## src/rtl/alu_mult_seq.sv

```systemverilog
`default_nettype none
// ============================================================================
//  Module      : alu_mult_seq
//  Description : Multi-cycle shift-and-add multiply sequencer. Produces the
//                low 16 bits of a 16x16 product by time-sharing an external
//                16-bit combinational ALU (add / shift-left / shift-right).
//                While busy it owns the ALU operand and op inputs; otherwise
//                it drives them to a quiet add of zero and zero.
//  Revision    : 1.0 - initial release
// ============================================================================
module alu_mult_seq (
    input  logic        clk,
    input  logic        rst,        // synchronous, active-low
    input  logic        start,
    input  logic [15:0] a,
    input  logic [15:0] b,
    output logic        busy,
    output logic        done,
    output logic [15:0] product,
    output logic [15:0] alu_A,
    output logic [15:0] alu_B,
    output logic [2:0]  alu_Op,
    output logic        alu_Cin,
    output logic        alu_invA,
    output logic        alu_invB,
    output logic        alu_sign,
    input  logic [15:0] alu_Out
);

    // ------------------------------------------------------------------------
    // ALU op encodings and fixed operands
    // ------------------------------------------------------------------------
    localparam logic [2:0]  c_OP_ADD = 3'b100;
    localparam logic [2:0]  c_OP_SLL = 3'b001;
    localparam logic [2:0]  c_OP_SRL = 3'b011;
    localparam logic [15:0] c_ONE    = 16'h0001;
    localparam logic [15:0] c_ZERO   = 16'h0000;
    localparam logic [4:0]  c_BITS   = 5'd16;

    // ------------------------------------------------------------------------
    // Sequencer states
    // ------------------------------------------------------------------------
    typedef enum logic [2:0] {
        S_IDLE = 3'd0,
        S_EVAL = 3'd1,
        S_ADD  = 3'd2,
        S_SHL  = 3'd3,
        S_SHR  = 3'd4,
        S_DONE = 3'd5
    } state_t;

    state_t      r_state;
    state_t      w_next_state;

    logic [15:0] r_acc;      // running partial product
    logic [15:0] r_mcand;    // multiplicand, shifted left one bit per step
    logic [15:0] r_mplier;   // multiplier, shifted right one bit per step
    logic [4:0]  r_cnt;      // number of multiplier bits consumed
    logic [15:0] r_product;  // result, held until the next accepted start

    // The loop ends early once all remaining multiplier bits are zero, so
    // short multipliers finish quickly; the bit counter bounds the worst case.
    logic        w_eval_finish;

    assign w_eval_finish = (r_mplier == c_ZERO) || (r_cnt == c_BITS);

    // ------------------------------------------------------------------------
    // State register
    // ------------------------------------------------------------------------
    // Advance the sequencer one state per clock; reset returns to IDLE.
    always_ff @(posedge clk) begin
        if (!rst) begin
            r_state <= S_IDLE;
        end else begin
            r_state <= w_next_state;
        end
    end

    // ------------------------------------------------------------------------
    // Next-state and ALU drive logic
    // ------------------------------------------------------------------------
    // Choose the next step and steer the shared ALU for the current step.
    always_comb begin
        w_next_state = r_state;
        alu_A        = c_ZERO;
        alu_B        = c_ZERO;
        alu_Op       = c_OP_ADD;

        case (r_state)
            S_IDLE: begin
                if (start) begin
                    w_next_state = S_EVAL;
                end
            end

            S_EVAL: begin
                if (w_eval_finish) begin
                    w_next_state = S_DONE;
                end else if (r_mplier[0]) begin
                    w_next_state = S_ADD;
                end else begin
                    w_next_state = S_SHL;
                end
            end

            S_ADD: begin
                alu_A        = r_acc;
                alu_B        = r_mcand;
                alu_Op       = c_OP_ADD;
                w_next_state = S_SHL;
            end

            S_SHL: begin
                alu_A        = r_mcand;
                alu_B        = c_ONE;
                alu_Op       = c_OP_SLL;
                w_next_state = S_SHR;
            end

            S_SHR: begin
                alu_A        = r_mplier;
                alu_B        = c_ONE;
                alu_Op       = c_OP_SRL;
                w_next_state = S_EVAL;
            end

            S_DONE: begin
                w_next_state = S_IDLE;
            end

            default: begin
                w_next_state = S_IDLE;
            end
        endcase
    end

    // ------------------------------------------------------------------------
    // Datapath registers
    // ------------------------------------------------------------------------
    // Load operands on an accepted start, then capture ALU results per step.
    always_ff @(posedge clk) begin
        if (!rst) begin
            r_acc     <= c_ZERO;
            r_mcand   <= c_ZERO;
            r_mplier  <= c_ZERO;
            r_cnt     <= 5'd0;
            r_product <= c_ZERO;
        end else begin
            case (r_state)
                S_IDLE: begin
                    if (start) begin
                        r_acc    <= c_ZERO;
                        r_mcand  <= a;
                        r_mplier <= b;
                        r_cnt    <= 5'd0;
                    end
                end

                S_EVAL: begin
                    if (w_eval_finish) begin
                        r_product <= r_acc;
                    end
                end

                S_ADD: begin
                    r_acc <= alu_Out;
                end

                S_SHL: begin
                    r_mcand <= alu_Out;
                end

                S_SHR: begin
                    r_mplier <= alu_Out;
                    r_cnt    <= r_cnt + 5'd1;
                end

                default: begin
                end
            endcase
        end
    end

    // ------------------------------------------------------------------------
    // Status and fixed ALU controls
    // ------------------------------------------------------------------------
    assign busy     = (r_state != S_IDLE);
    assign done     = (r_state == S_DONE);
    assign product  = r_product;

    // Plain unsigned arithmetic only: no carry-in, no inversion, no sign mode.
    assign alu_Cin  = 1'b0;
    assign alu_invA = 1'b0;
    assign alu_invB = 1'b0;
    assign alu_sign = 1'b0;

endmodule
`default_nettype wire

```

## config.mk

```make
export PLATFORM = sky130hd
export DESIGN_NAME = alu_mult_seq
export DESIGN_NICKNAME = d
export VERILOG_FILES = /design/src/rtl/alu_mult_seq.sv
export SDC_FILE = /design/constraint.sdc
export NUM_CORES = 1
export LEC_CHECK = 0
export ABC_AREA = 1
export CAP_MARGIN = 20
export CORE_MARGIN = 2
export CORE_UTILIZATION = 47
export DETAILED_ROUTE_END_ITERATION = 10
export GPL_TIMING_DRIVEN = 0
export HOLD_SLACK_MARGIN = 0.02
export PLACE_DENSITY = 0.8
export SETUP_SLACK_MARGIN = 0.3
export SLEW_MARGIN = 20
export SYNTH_ARGS = -nofsm -noshare
export SYNTH_HDL_FRONTEND = slang
export SYNTH_SLANG_ARGS = --single-unit
```

## constraint.sdc

```tcl
create_clock -name clk -period 1.79 [get_ports clk]
set_input_delay 0.2685 -clock clk [delete_from_list [all_inputs] [get_ports clk]]
set_output_delay 0.2685 -clock clk [all_outputs]
set_load 0.03 [all_outputs]
```

==> reports/qor.txt <==
Share of cells above drive strength 1: 27.01%
GRT Total Usage: 31.21%
Largest net degree at the start of global routing: 16
Async SR Flop Fraction: 0%
Remaining DRCs: 0
Worst path required time: 1520 ps
Post-synthesis cell type count: 23
Core Util, Final: 76.88%
Worst slew margin: 61.44%
DIE AREA: 0.008186 sq mm
Sequential Power Share: 39.2%
Die Y: 90.48 um
Area grow syn2layout: 58.67%
CP startpoint: r_state[1]
Critical path class: reg -> out
Reg2reg start: r_state[1]
Psw: 1906 uW
Clock latency on the worst-skew pair: 360 ps
Clk pin slew, worst setup/hold paths: 90 ps
Slew Limit Fails: 0
Yosys top cell area share: 41.01%
CTS tree: done
Total core area: 0.007253 sq mm
GP Congestion: 0.8850
Vias in the first global route: 4,155
DR WL/cell: 18.49 um
Leak: 0.002300 uW
Post-route setup slack: -157.2 ps
Internal power: 2939 uW
Least-Margin Pin Slew: 578.4 ps
Arr. time, crit path: 1680 ps
Pwr dens: 868.7 mW/mm^2
Via Count: 4,486
Hold_buf cts: 0
CTS H-tree lvls: 3
Min Tclk post-route: 1947 ps
IO buf count: 103
First-pass GRT wire length: 20.36 mm
Pre-CTS WS: -616.9 ps
Reg2Reg Capture Point: r_state[2]
Core Rows: 31
R2R cell count: 5
#FFs+latches synth: 72
Antenna violations before repair: 0
Clk root buf: clkbuf_8
Number of standard cells after synthesis: 513
Logic pwr share: 34.6%
Post-Syn Area per Cell: 6.851 sq um
Synth Flop Type: dfxtp_1
TritonCTS sink count: 72
Crit end category: output pin
Clk network pwr share: 26.2%
Inst Count DP: 718
Filler cells: 520
Max FO, Critical Path: 6
Fmax: 513.6 MHz
Count leader, synth: nand2_1
Setup Skew: 11.50 ps
Detailed Route WL: 14.02 mm
Pre-antenna DRT Iters: 5
CP endpoint: alu_A[6]
Status: complete, but fails checks
Fin crit share: 108.8%
Sequential element share of the synthesized area: 41.01%
Switching part of the total: 39.34%
1st-iter DRT viols: 495
Flop-to-flop setup slack: 100 ps
GRT overflow: 0
RSZ-0062 raised after global routing: true
Starting Density: 48.46%
Worst VDD drop: 0.6850 mV
Final std cells w/o fill: 758
Die width: 90.48 um
DP Wirelength: 9.247 mm
Post-route cell area: 0.005577 sq mm
Area after DPL: 0.004890 sq mm
Post-synth EDFFs: 0
Final Setup Violations: 29
Ys Warns: 0
Final Hold Viols: 0
Hold Crit Class: in -> reg
Synth top area cells: dfxtp_1 41%, nand2_1 12%, a21oi_1 7.0%
Num CTS Buffers: 9
Fin nets: 707
Clock Path Buffers: 2
Failing checks: setup timing
Via-to-Cell Ratio: 5.918
Top Ports: 108
Startpoint Class: flop
ANT nets after route: 0
Hold Crit Depth: 3
Max-cap viol count: 0
N_diodes: 0
Most frequent cells after synthesis: 113 x nand2_1, 72 x dfxtp_1, 49 x a21oi_1
Synth Cell Area: 0.003515 sq mm
Largest area contributor in the netlist: dfxtp_1
-- cell type report --
class	instances	area (sq um)	share of cell area (%)
multi-input cells	351	2039	36.57
flip-flops and latches	72	1453	26.05
repair buffers	127	1217	21.83
plain buffers	42	359.1	6.439
inverters	51	198.9	3.567
clock buffers	9	123.9	2.221
well taps	99	123.9	2.221
clock inverters	7	61.31	1.099
-- cells in the final DEF (no fill, tap or decap), types with 16 or more instances in the layout --
master,count
nand2_1,97
dfxtp_1,69
clkdlybuf4s50_1,50
a21oi_1,47
inv_1,44
buf_4,39
nand3_1,36
nor2_1,32
buf_6,27
a31oi_1,26
o21ai_0,20
o21ai_1,18
dlygate4sd2_1,16
-- cell families (layout without fill, tap and decap cells) --
group	count (synthesis)	count (layout)	share of synthesized area, %
AND/OR/NAND/NOR	209	209	24.99
AO/OA/AOI/OAI	136	136	22.07
buffers and inverters	93	236	11.11
flip-flops	72	72	41.01
adder cells (fa/ha/maj)	2	2	0.7119
other	1	4	0.1067
-- per-layer routing --
metal	part of all wire, %	track usage, %
met2	48	54.85
met1	37	37.19
met3	9.4	4.758
met5	0	0
met4	4.6	14.74
-- worst max-delay path: stages, from the launching register on --
cell      delay (ps)
dfxtp_4          400
nor2_4           130
inv_2             70
nor2_4           120
buf_6            150
buf_8            150
nand2_2           80
o221ai_4          70
buf_6            160
-- through the flow --
step / TNS, ps / total power [uW] / hold WS, ps
floorplan: 0 / 2738 / 416.8
global placement: -15400 / 3194 / 463.5
detailed placement: -16280 / 3230 / 471.4
CTS: -1793 / 4539 / 483.8
global route: -4544 / 4977 / 506.0
finish: -3120 / 4845 / 479.4
-- power by group through the flow --
stage | Combinational, uW | Sequential, uW | Clock [uW]
2_1_floorplan | 836 | 1900 | 0
3_3_place_gp | 1300 | 1890 | 0
3_5_place_dp | 1330 | 1900 | 0
4_1_cts | 1420 | 1880 | 1240
5_1_grt | 1770 | 1910 | 1300
6_report | 1670 | 1900 | 1270
-- registers in the layout, summed over array words and instances (netlist names) --
name	cells
product	16
r_acc	16
r_mcand	16
r_mplier	16
r_cnt	5
r_state	3
-- worst min path at each step --
stage / from / end / slack [ps]
finish: a[7] / r_mcand[7] / 480
CTS: a[6] / r_mcand[6] / 480
floorplan: alu_Out[10] / r_acc[10] / 420
global placement: product[10] / product[10] / 460
global route: r_acc[4] / r_acc[4] / 510
detailed placement: product[2] / product[2] / 470
-- what timing repair did --
action                                 in CTS  in global routing
endpoints found under the hold margin       0                  0
setup buffers                               7                 13
pin swaps                                   1                 11
setup endpoints to repair                  97                 98
cloned                                      0                  4
resized for setup                         304                 72
Power figures use the tool's default switching activity.
